[config.mk]
export PLATFORM = sky130hd
export DESIGN_NAME = sr_flag_arbiter_flat
export DESIGN_NICKNAME = d
export VERILOG_FILES = /design/src/rtl/sr_flag_arbiter_if.sv /design/src/rtl/sr_flag_arbiter.sv /design/src/flat_wrapper.sv
export SDC_FILE = /design/constraint.sdc
export NUM_CORES = 1
export LEC_CHECK = 0
export BUFFER_PORTS_ARGS = -buffer_cell sky130_fd_sc_hd__clkbuf_2
export CORE_MARGIN = 10
export CORE_UTILIZATION = 40
export CTS_CLUSTER_DIAMETER = 50
export DETAILED_ROUTE_END_ITERATION = 12
export MAX_ROUTING_LAYER = met4
export PLACE_DENSITY = 0.76
export SLEW_MARGIN = 10
export SYNTH_ARGS = -nofsm -noshare
export SYNTH_HDL_FRONTEND = slang
export SYNTH_SLANG_ARGS = --single-unit
[constraint.sdc]
create_clock -name clk -period 2.5 [get_ports clk]
set_clock_uncertainty 0.1 [all_clocks]
set_input_delay 0.125 -clock clk [delete_from_list [all_inputs] [get_ports clk]]
set_output_delay 0.125 -clock clk [all_outputs]
set_load 0.01 [all_outputs]
[src/rtl/sr_flag_arbiter_if.sv]
// Request/grant and flag-bank signals between the control units and the
// shared SR flag arbiter. Requesters drive req/op/idx (master side); the
// arbiter drives grants, S/R pulses, flag state and error (slave side).
interface sr_flag_arbiter_if #(
  parameter int N_REQ   = 4,
  parameter int N_FLAGS = 8,
  parameter int IDX_W   = $clog2(N_FLAGS)
);
  logic [N_REQ-1:0]       req;
  logic [2*N_REQ-1:0]     op;
  logic [IDX_W*N_REQ-1:0] idx;
  logic [N_REQ-1:0]       gnt;
  logic [N_FLAGS-1:0]     S;
  logic [N_FLAGS-1:0]     R;
  logic [N_FLAGS-1:0]     Q;
  logic                   err;

  modport master (
    output req, op, idx,
    input  gnt, S, R, Q, err
  );

  modport slave (
    input  req, op, idx,
    output gnt, S, R, Q, err
  );
endinterface

[src/rtl/sr_flag_arbiter.sv]
// Round-robin arbiter in front of a bank of SR flags. One granted op per
// two cycles: the IDLE edge picks a winner and registers its S/R/err
// pulse, the APPLY edge folds the pulse into Q and clears all pulses.
// S and R are decoded from a single op, so they can never overlap.
module sr_flag_arbiter #(
  parameter int N_REQ   = 4,
  parameter int N_FLAGS = 8,
  parameter int IDX_W   = $clog2(N_FLAGS)
) (
  input  logic              clk,
  input  logic              rst_n,
  sr_flag_arbiter_if.slave  bus
);

  localparam int PTR_W = (N_REQ > 1) ? $clog2(N_REQ) : 1;

  typedef enum logic [0:0] {
    ST_IDLE  = 1'b0,
    ST_APPLY = 1'b1
  } state_t;

  state_t             state_q;
  logic [PTR_W-1:0]   rr_q;
  logic [N_REQ-1:0]   gnt_q;
  logic [N_FLAGS-1:0] s_q;
  logic [N_FLAGS-1:0] r_q;
  logic [N_FLAGS-1:0] q_q;
  logic               err_q;

  logic               any_req_s;
  logic [PTR_W-1:0]   win_s;
  logic [PTR_W-1:0]   rr_d;
  logic [1:0]         op_w_s;
  logic [IDX_W-1:0]   idx_w_s;
  logic               idx_ok_s;
  logic               set_ok_s;
  logic               clr_ok_s;
  logic               err_d;
  logic [N_REQ-1:0]   gnt_d;
  logic [N_FLAGS-1:0] s_d;
  logic [N_FLAGS-1:0] r_d;

  // Modulo-N_REQ addition for pointer/candidate arithmetic (N_REQ need not be 2^k)
  function automatic logic [PTR_W-1:0] wrap_add(input logic [PTR_W-1:0] base, input int k);
    int sum;
    sum = int'(base) + k;
    if (sum >= N_REQ) begin
      sum = sum - N_REQ;
    end else begin
      sum = sum;
    end
    return PTR_W'(sum);
  endfunction

  // Round-robin winner search: scan downwards so the candidate closest to rr_q wins
  always_comb begin
    any_req_s = |bus.req;
    win_s     = {PTR_W{1'b0}};
    for (int k = N_REQ - 1; k >= 0; k--) begin
      if (bus.req[wrap_add(rr_q, k)]) begin
        win_s = wrap_add(rr_q, k);
      end else begin
        win_s = win_s;
      end
    end
    rr_d = wrap_add(win_s, 1);
  end

  // Decode the winner's op/idx into grant, one-hot S/R pulses and error
  always_comb begin
    op_w_s   = bus.op[2*int'(win_s) +: 2];
    idx_w_s  = bus.idx[IDX_W*int'(win_s) +: IDX_W];
    idx_ok_s = ({1'b0, idx_w_s} < (IDX_W+1)'(N_FLAGS));
    set_ok_s = 1'b0;
    clr_ok_s = 1'b0;
    err_d    = 1'b0;
    case (op_w_s)
      2'b01: begin
        set_ok_s = idx_ok_s;
        err_d    = ~idx_ok_s;
      end
      2'b10: begin
        clr_ok_s = idx_ok_s;
        err_d    = ~idx_ok_s;
      end
      2'b11: begin
        err_d = 1'b1;
      end
      default: begin
        err_d = 1'b0;
      end
    endcase
    for (int i = 0; i < N_REQ; i++) begin
      gnt_d[i] = (win_s == PTR_W'(i));
    end
    for (int f = 0; f < N_FLAGS; f++) begin
      s_d[f] = set_ok_s && (idx_w_s == IDX_W'(f));
      r_d[f] = clr_ok_s && (idx_w_s == IDX_W'(f));
    end
  end

  // Two-state control FSM with registered grant, pulses and flag bank
  always_ff @(posedge clk or negedge rst_n) begin
    if (!rst_n) begin
      state_q <= ST_IDLE;
      rr_q    <= {PTR_W{1'b0}};
      gnt_q   <= {N_REQ{1'b0}};
      s_q     <= {N_FLAGS{1'b0}};
      r_q     <= {N_FLAGS{1'b0}};
      q_q     <= {N_FLAGS{1'b0}};
      err_q   <= 1'b0;
    end else begin
      case (state_q)
        ST_IDLE: begin
          if (any_req_s) begin
            state_q <= ST_APPLY;
            rr_q    <= rr_d;
            gnt_q   <= gnt_d;
            s_q     <= s_d;
            r_q     <= r_d;
            err_q   <= err_d;
          end else begin
            state_q <= ST_IDLE;
            gnt_q   <= {N_REQ{1'b0}};
            s_q     <= {N_FLAGS{1'b0}};
            r_q     <= {N_FLAGS{1'b0}};
            err_q   <= 1'b0;
          end
        end
        ST_APPLY: begin
          state_q <= ST_IDLE;
          q_q     <= (q_q | s_q) & ~r_q;
          gnt_q   <= {N_REQ{1'b0}};
          s_q     <= {N_FLAGS{1'b0}};
          r_q     <= {N_FLAGS{1'b0}};
          err_q   <= 1'b0;
        end
        default: begin
          state_q <= ST_IDLE;
          gnt_q   <= {N_REQ{1'b0}};
          s_q     <= {N_FLAGS{1'b0}};
          r_q     <= {N_FLAGS{1'b0}};
          err_q   <= 1'b0;
        end
      endcase
    end
  end

  assign bus.gnt = gnt_q;
  assign bus.S   = s_q;
  assign bus.R   = r_q;
  assign bus.Q   = q_q;
  assign bus.err = err_q;

endmodule

[src/flat_wrapper.sv]
// flat-port wrapper written by rule: the top's interface ports become plain ports
module sr_flag_arbiter_flat 
#(
  parameter int N_REQ   = 4,
  parameter int N_FLAGS = 8,
  parameter int IDX_W   = $clog2(N_FLAGS)
)
  (clk, rst_n, bus_req, bus_op, bus_idx, bus_gnt, bus_S, bus_R, bus_Q, bus_err);
  sr_flag_arbiter_if #(.N_REQ(N_REQ), .N_FLAGS(N_FLAGS), .IDX_W(IDX_W)) bus_i ();
  input  logic clk;
  input  logic rst_n;
  input wire logic [$bits(bus_i.req)-1:0] bus_req;
  input wire logic [$bits(bus_i.op)-1:0] bus_op;
  input wire logic [$bits(bus_i.idx)-1:0] bus_idx;
  output wire logic [$bits(bus_i.gnt)-1:0] bus_gnt;
  output wire logic [$bits(bus_i.S)-1:0] bus_S;
  output wire logic [$bits(bus_i.R)-1:0] bus_R;
  output wire logic [$bits(bus_i.Q)-1:0] bus_Q;
  output wire logic [$bits(bus_i.err)-1:0] bus_err;
  assign bus_i.req = bus_req;
  assign bus_i.op = bus_op;
  assign bus_i.idx = bus_idx;
  assign bus_gnt = bus_i.gnt;
  assign bus_S = bus_i.S;
  assign bus_R = bus_i.R;
  assign bus_Q = bus_i.Q;
  assign bus_err = bus_i.err;
  sr_flag_arbiter #(.N_REQ(N_REQ), .N_FLAGS(N_FLAGS), .IDX_W(IDX_W)) u_core (.clk(clk), .rst_n(rst_n), .bus(bus_i));
endmodule
==> results <==
- The flow ran to the end, and the final reports show no timing, DRC or antenna violations.
- Buffers inserted during clock tree synthesis total 5.
- Counting flops and latches in the post-synthesis netlist gives 32.
- The die area is 0.006580 mm^2.
- The synthesized design spends more area on one cell type than any other, namely dfrtp_1.
- The data required time of the worst path is 2.58 ns.
- The HPWL after detailed placement is 2945 um.
- Adding up every negative setup slack in the final design gives 0 ns.
- Setup violations remaining at the end of the flow were counted as 0.
- The clock edge transition at the registers on the reported setup and hold paths is 0.07 ns.
- The maximum number of pins on one net before global-route repair is 33.
- The summed instance area of the synthesized netlist is 0.001494 mm^2.
- The fraction of the mapped netlist area in adder cells is 3.350%.
- The count of unique library cells instantiated by Yosys is 31.
- The global placer's final weighted congestion is 0.9020.
- The post-detailed-routing wire length is 3706 um.
- The number of global-route vias before repair was 1214.
- After synthesis, the share of cell area in mux cells is 0.7538%.
- The worst relative slew slack is 49.17%.
- Max-cap violations in this run came to 0.
- The vertical die dimension is 81.12 um.
- For the pin with the worst max-slew slack, the measured transition is 0.7624 ns.
- The worst ir drop on vdd is 524.0 uV.
- Final hold analysis gives a worst-case slack of 0.2518 ns.
- The cell with the biggest individual delay on the critical path is dfrtp_1.
- The startpoint identified for the worst hold timing path is bus_idx[8].
- The total overflow reported by the global router is 0.
- The final hold violation count is 0.
- The starting utilization of the core area is 41.12%.
- During I/O placement, the number of pins put on the boundary was 55.
- In this run the remaining antenna-violating nets after routing total 0.
- The path with the worst hold slack has its endpoint at u_core.bus.S[5]$_DFF_PN0_.
- The standard cell core area is 0.003633 mm^2.
- The fraction of synthesized cell area in xor and xnor cells is 0%.
- Along the worst hold path, the cell count comes to 5.
- The first global-routing pass estimated 6065 um of wire.
- The arrival time of the worst setup path is 2.41 ns.
- Sorting the synthesized cells by area gives the leading types as dfrtp_1 (54%), nand3_1 (6.4%), a21oi_1 (6.0%).
- The all-layer global routing usage is 12.20%.
- The top cell type by area accounts for 53.60% of the synthesized area.
- TritonCTS built the clock tree.
- The number of nets produced by synthesis is 175.
- The final design instance area without fill is 0.001941 mm^2.
- At the end of the flow the core is filled with cells to 53.41%.
- Once the clock tree was built, the setup fixing pass inserted 0 buffers.
- After clock tree synthesis, the repair step resized 0 gates.
- After Yosys synthesis, and, or, nand and nor cells account for 23.37% of the synthesized area.
- The synthesized netlist devotes 16.58% of its cell area to compound gates.
- The sequential cell area fraction in the yosys report is 53.60%.
- The post-synthesis average cell area is 10.30 um^2.
- The clock latency at the later pin of the worst-skew pair is 0.28 ns.
- The largest single stage delay on the critical path is 0.45 ns.
- The via count is 1288.
- The kind of path behind the tightest hold check is input port to flop.
- For this run, design rule violations remaining after detail routing come to 0.
- The clock net in this run drives a total of 32 sinks.
- Setup slack on the critical path of the routed design comes to 0.1718 ns.
- The worst setup path is of the flop to flop kind.
- Setup slack on the worst reg-to-reg path comes out at 0.17 ns.
- The combinational family with the most area after synthesis is simple AND/OR/NAND/NOR gates.
- Counting tap cells, the placed design contains a total of 244 instances.
- The clock passes through at most 2 buffers.
- The initialized floorplan defines 22 standard-cell rows.
- Measured in cells, the most critical reg-to-reg path has a length of 7.
- The port buffer count is 54.
- The tree is rooted in a clkbuf_8.
- The count of hold-fix buffers inserted at cts is 1.
- Setup repair after global routing left no endpoint under its margin.
- Counting every instance in the synthesized netlist gives 145.
- The total power consumption of the routed design is 2.008 mW.
- The number of antenna diodes is 0.
- The count of non-filler cells in the finished layout is 253.
- After detailed routing, the average wire length per cell comes to 14.65 um.
- Timing would allow up to 0.4295 GHz.
- The ratio of routed vias to standard cells is 5.091.
- The share of the clock period used by the worst path is 93.13%.
- The count of warnings emitted by yosys is 0.
- The signal on the critical path passes through and2_4, o21a_1, nor3_4, inv_2, and3_4, a211o_4, nor3_1.
- The leakage power summed over all cells is 0.9938 nW.
- The total number of H-tree levels is 2.
- The category of the worst setup path launch point is a flop.
- The total placed instance area is 0.001819 mm^2.
- The total power divided by cell area is 1035 mW/mm^2.
- In this run the critical register-to-register path is captured at u_core.bus.S[2]$_DFF_PN0_.
- The fraction of final layout cells sized beyond drive strength 1 is 36.10%.
- The worst setup path is captured at a flop.
- The first routing iteration left 52 violations.
- The layout overhead on the synthesized area is 29.90%.
- The worst setup slack after placement is 0.1830 ns.
- The total count of max-transition violations in the final report is 0.
- In this run the critical register-to-register path is launched from u_core.rr_q[1]$_DFFE_PN0P_.
- The number of antenna violations at the first check in global routing is 0.
- For this run, the detailed router's first-pass iteration total came to 4.
- The number of nets at the end of the flow is 234.
- The worst path needs 2.328 ns of the cycle, external delays included.
- The die is 81.12 um wide.
- Along the worst path, the maximum fanout reaches 11.
-- logic make-up (layout without fill, tap and decap cells) --
kind of cell,count (synthesis),count (layout)
AND/OR/NAND/NOR,60,60
AO/OA/AOI/OAI,39,39
multiplexers,1,1
buffers and inverters,9,69
adder cells (fa/ha/maj),4,4
flip-flops,32,32
-- layout make-up --
type	instances	area, um^2
clock buffer	5	68.82
sequential	32	800.8
inverter	4	15.01
clock inverter	3	42.54
multi-input combinational	104	658.1
tap	48	60.06
timing repair buffer	57	295.3
fill	344	1693
-- worst max-delay path: cells and delay by family (launching register included) --
family	cells	cell delay, ns
flip-flops	1	0.45
buffers and inverters	1	0.16
AND/OR/NAND/NOR	4	0.99
AO/OA/AOI/OAI	2	0.54
-- power by group --
part	switching, mW	internal [mW]	leakage (nW)	total (mW)
registers	0.0827	0.635	0.427	0.717
clock network	0.189	0.294	0.0541	0.483
logic	0.498	0.310	0.513	0.808
total	0.769	1.24	0.994	2.01
-- registers in the layout, summed over array words and instances, names as in the netlist --
name / cells
u_core.rr_q: 2
u_core.bus.S: 8
u_core.state_q: 1
u_core.bus.R: 8
u_core.bus.gnt: 4
u_core.bus.err: 1
u_core.bus.Q: 8
-- per-layer routing --
layer | vias to the layer above | global-route usage [%] | wire (um) | part of all wire [%]
li1 | 647 | - | - | -
met4 | 0 | 5.709 | 74 | 2.0
met2 | 59 | 16.08 | 1509 | 41
met3 | 7 | 4.746 | 373 | 10
met1 | 575 | 15.91 | 1749 | 47
met5 | - | - | 0 | 0
-- layout by cell type, fill, tap and decap left out --
cell           synthesis  routed
clkbuf_2               0      54
dfrtp_1               32      32
nand3_1               19      19
a21oi_1               18      18
nor3_1                12      12
o21ai_0               10      10
nor2_1                 5       5
and3_1                 5       5
clkbuf_8               0       5
and2_1                 4       4
ha_1                   4       4
inv_1                  3       3
nand2b_1               3       3
nand2_1                3       3
nor4_1                 3       3
o211a_1                2       2
o211ai_2               2       2
o211ai_1               2       2
nor4_2                 2       2
buf_4                  0       2
and2_4                 1       1
o21a_1                 1       1
nor3_4                 1       1
inv_2                  1       1
a21o_1                 1       1
and3_4                 1       1
a211o_1                1       1
o22ai_1                1       1
a211o_4                1       1
and4_1                 1       1
mux2_2                 1       1
clkinvlp_4             0       1
bufinv_16              0       1
clkinv_2               0       1
dlygate4sd3_1          0       1
-- worst max-delay path by stage --
stage	start	to	slack (ns)
after floorplan	u_core.rr_q[1]$_DFFE_PN0P_	u_core.bus.S[7]$_DFF_PN0_	0.46
after global placement	u_core.rr_q[1]$_DFFE_PN0P_	u_core.bus.S[2]$_DFF_PN0_	0.26
after detailed placement	u_core.rr_q[1]$_DFFE_PN0P_	u_core.bus.S[3]$_DFF_PN0_	0.18
after CTS	u_core.rr_q[1]$_DFFE_PN0P_	u_core.bus.S[2]$_DFF_PN0_	0.18
after global routing	u_core.rr_q[1]$_DFFE_PN0P_	u_core.bus.R[5]$_DFF_PN0_	0.01
final	u_core.rr_q[1]$_DFFE_PN0P_	u_core.bus.S[2]$_DFF_PN0_	0.17
-- cells in the mapped netlist --
master and count:
nand3_1 19, and2_1 4, nor4_2 2, buf_2 1, nor3_1 12, nand2_1 3
mux2_2 1, and3_1 5, o22ai_1 1, dfrtp_1 32, clkbuf_1 3, a21oi_1 18
nand2b_1 3, inv_2 1, o21ai_0 10, and2_4 1, o211a_1 2, and3_4 1
o211ai_1 2, a21o_1 1, o21a_1 1, inv_1 3, nor3_4 1, a211o_4 1
and4_1 1, ha_1 4, nor4_1 3, a211o_1 1, o211ai_2 2, nor2_1 5
buf_1 1
Power figures use the tool's default switching activity.
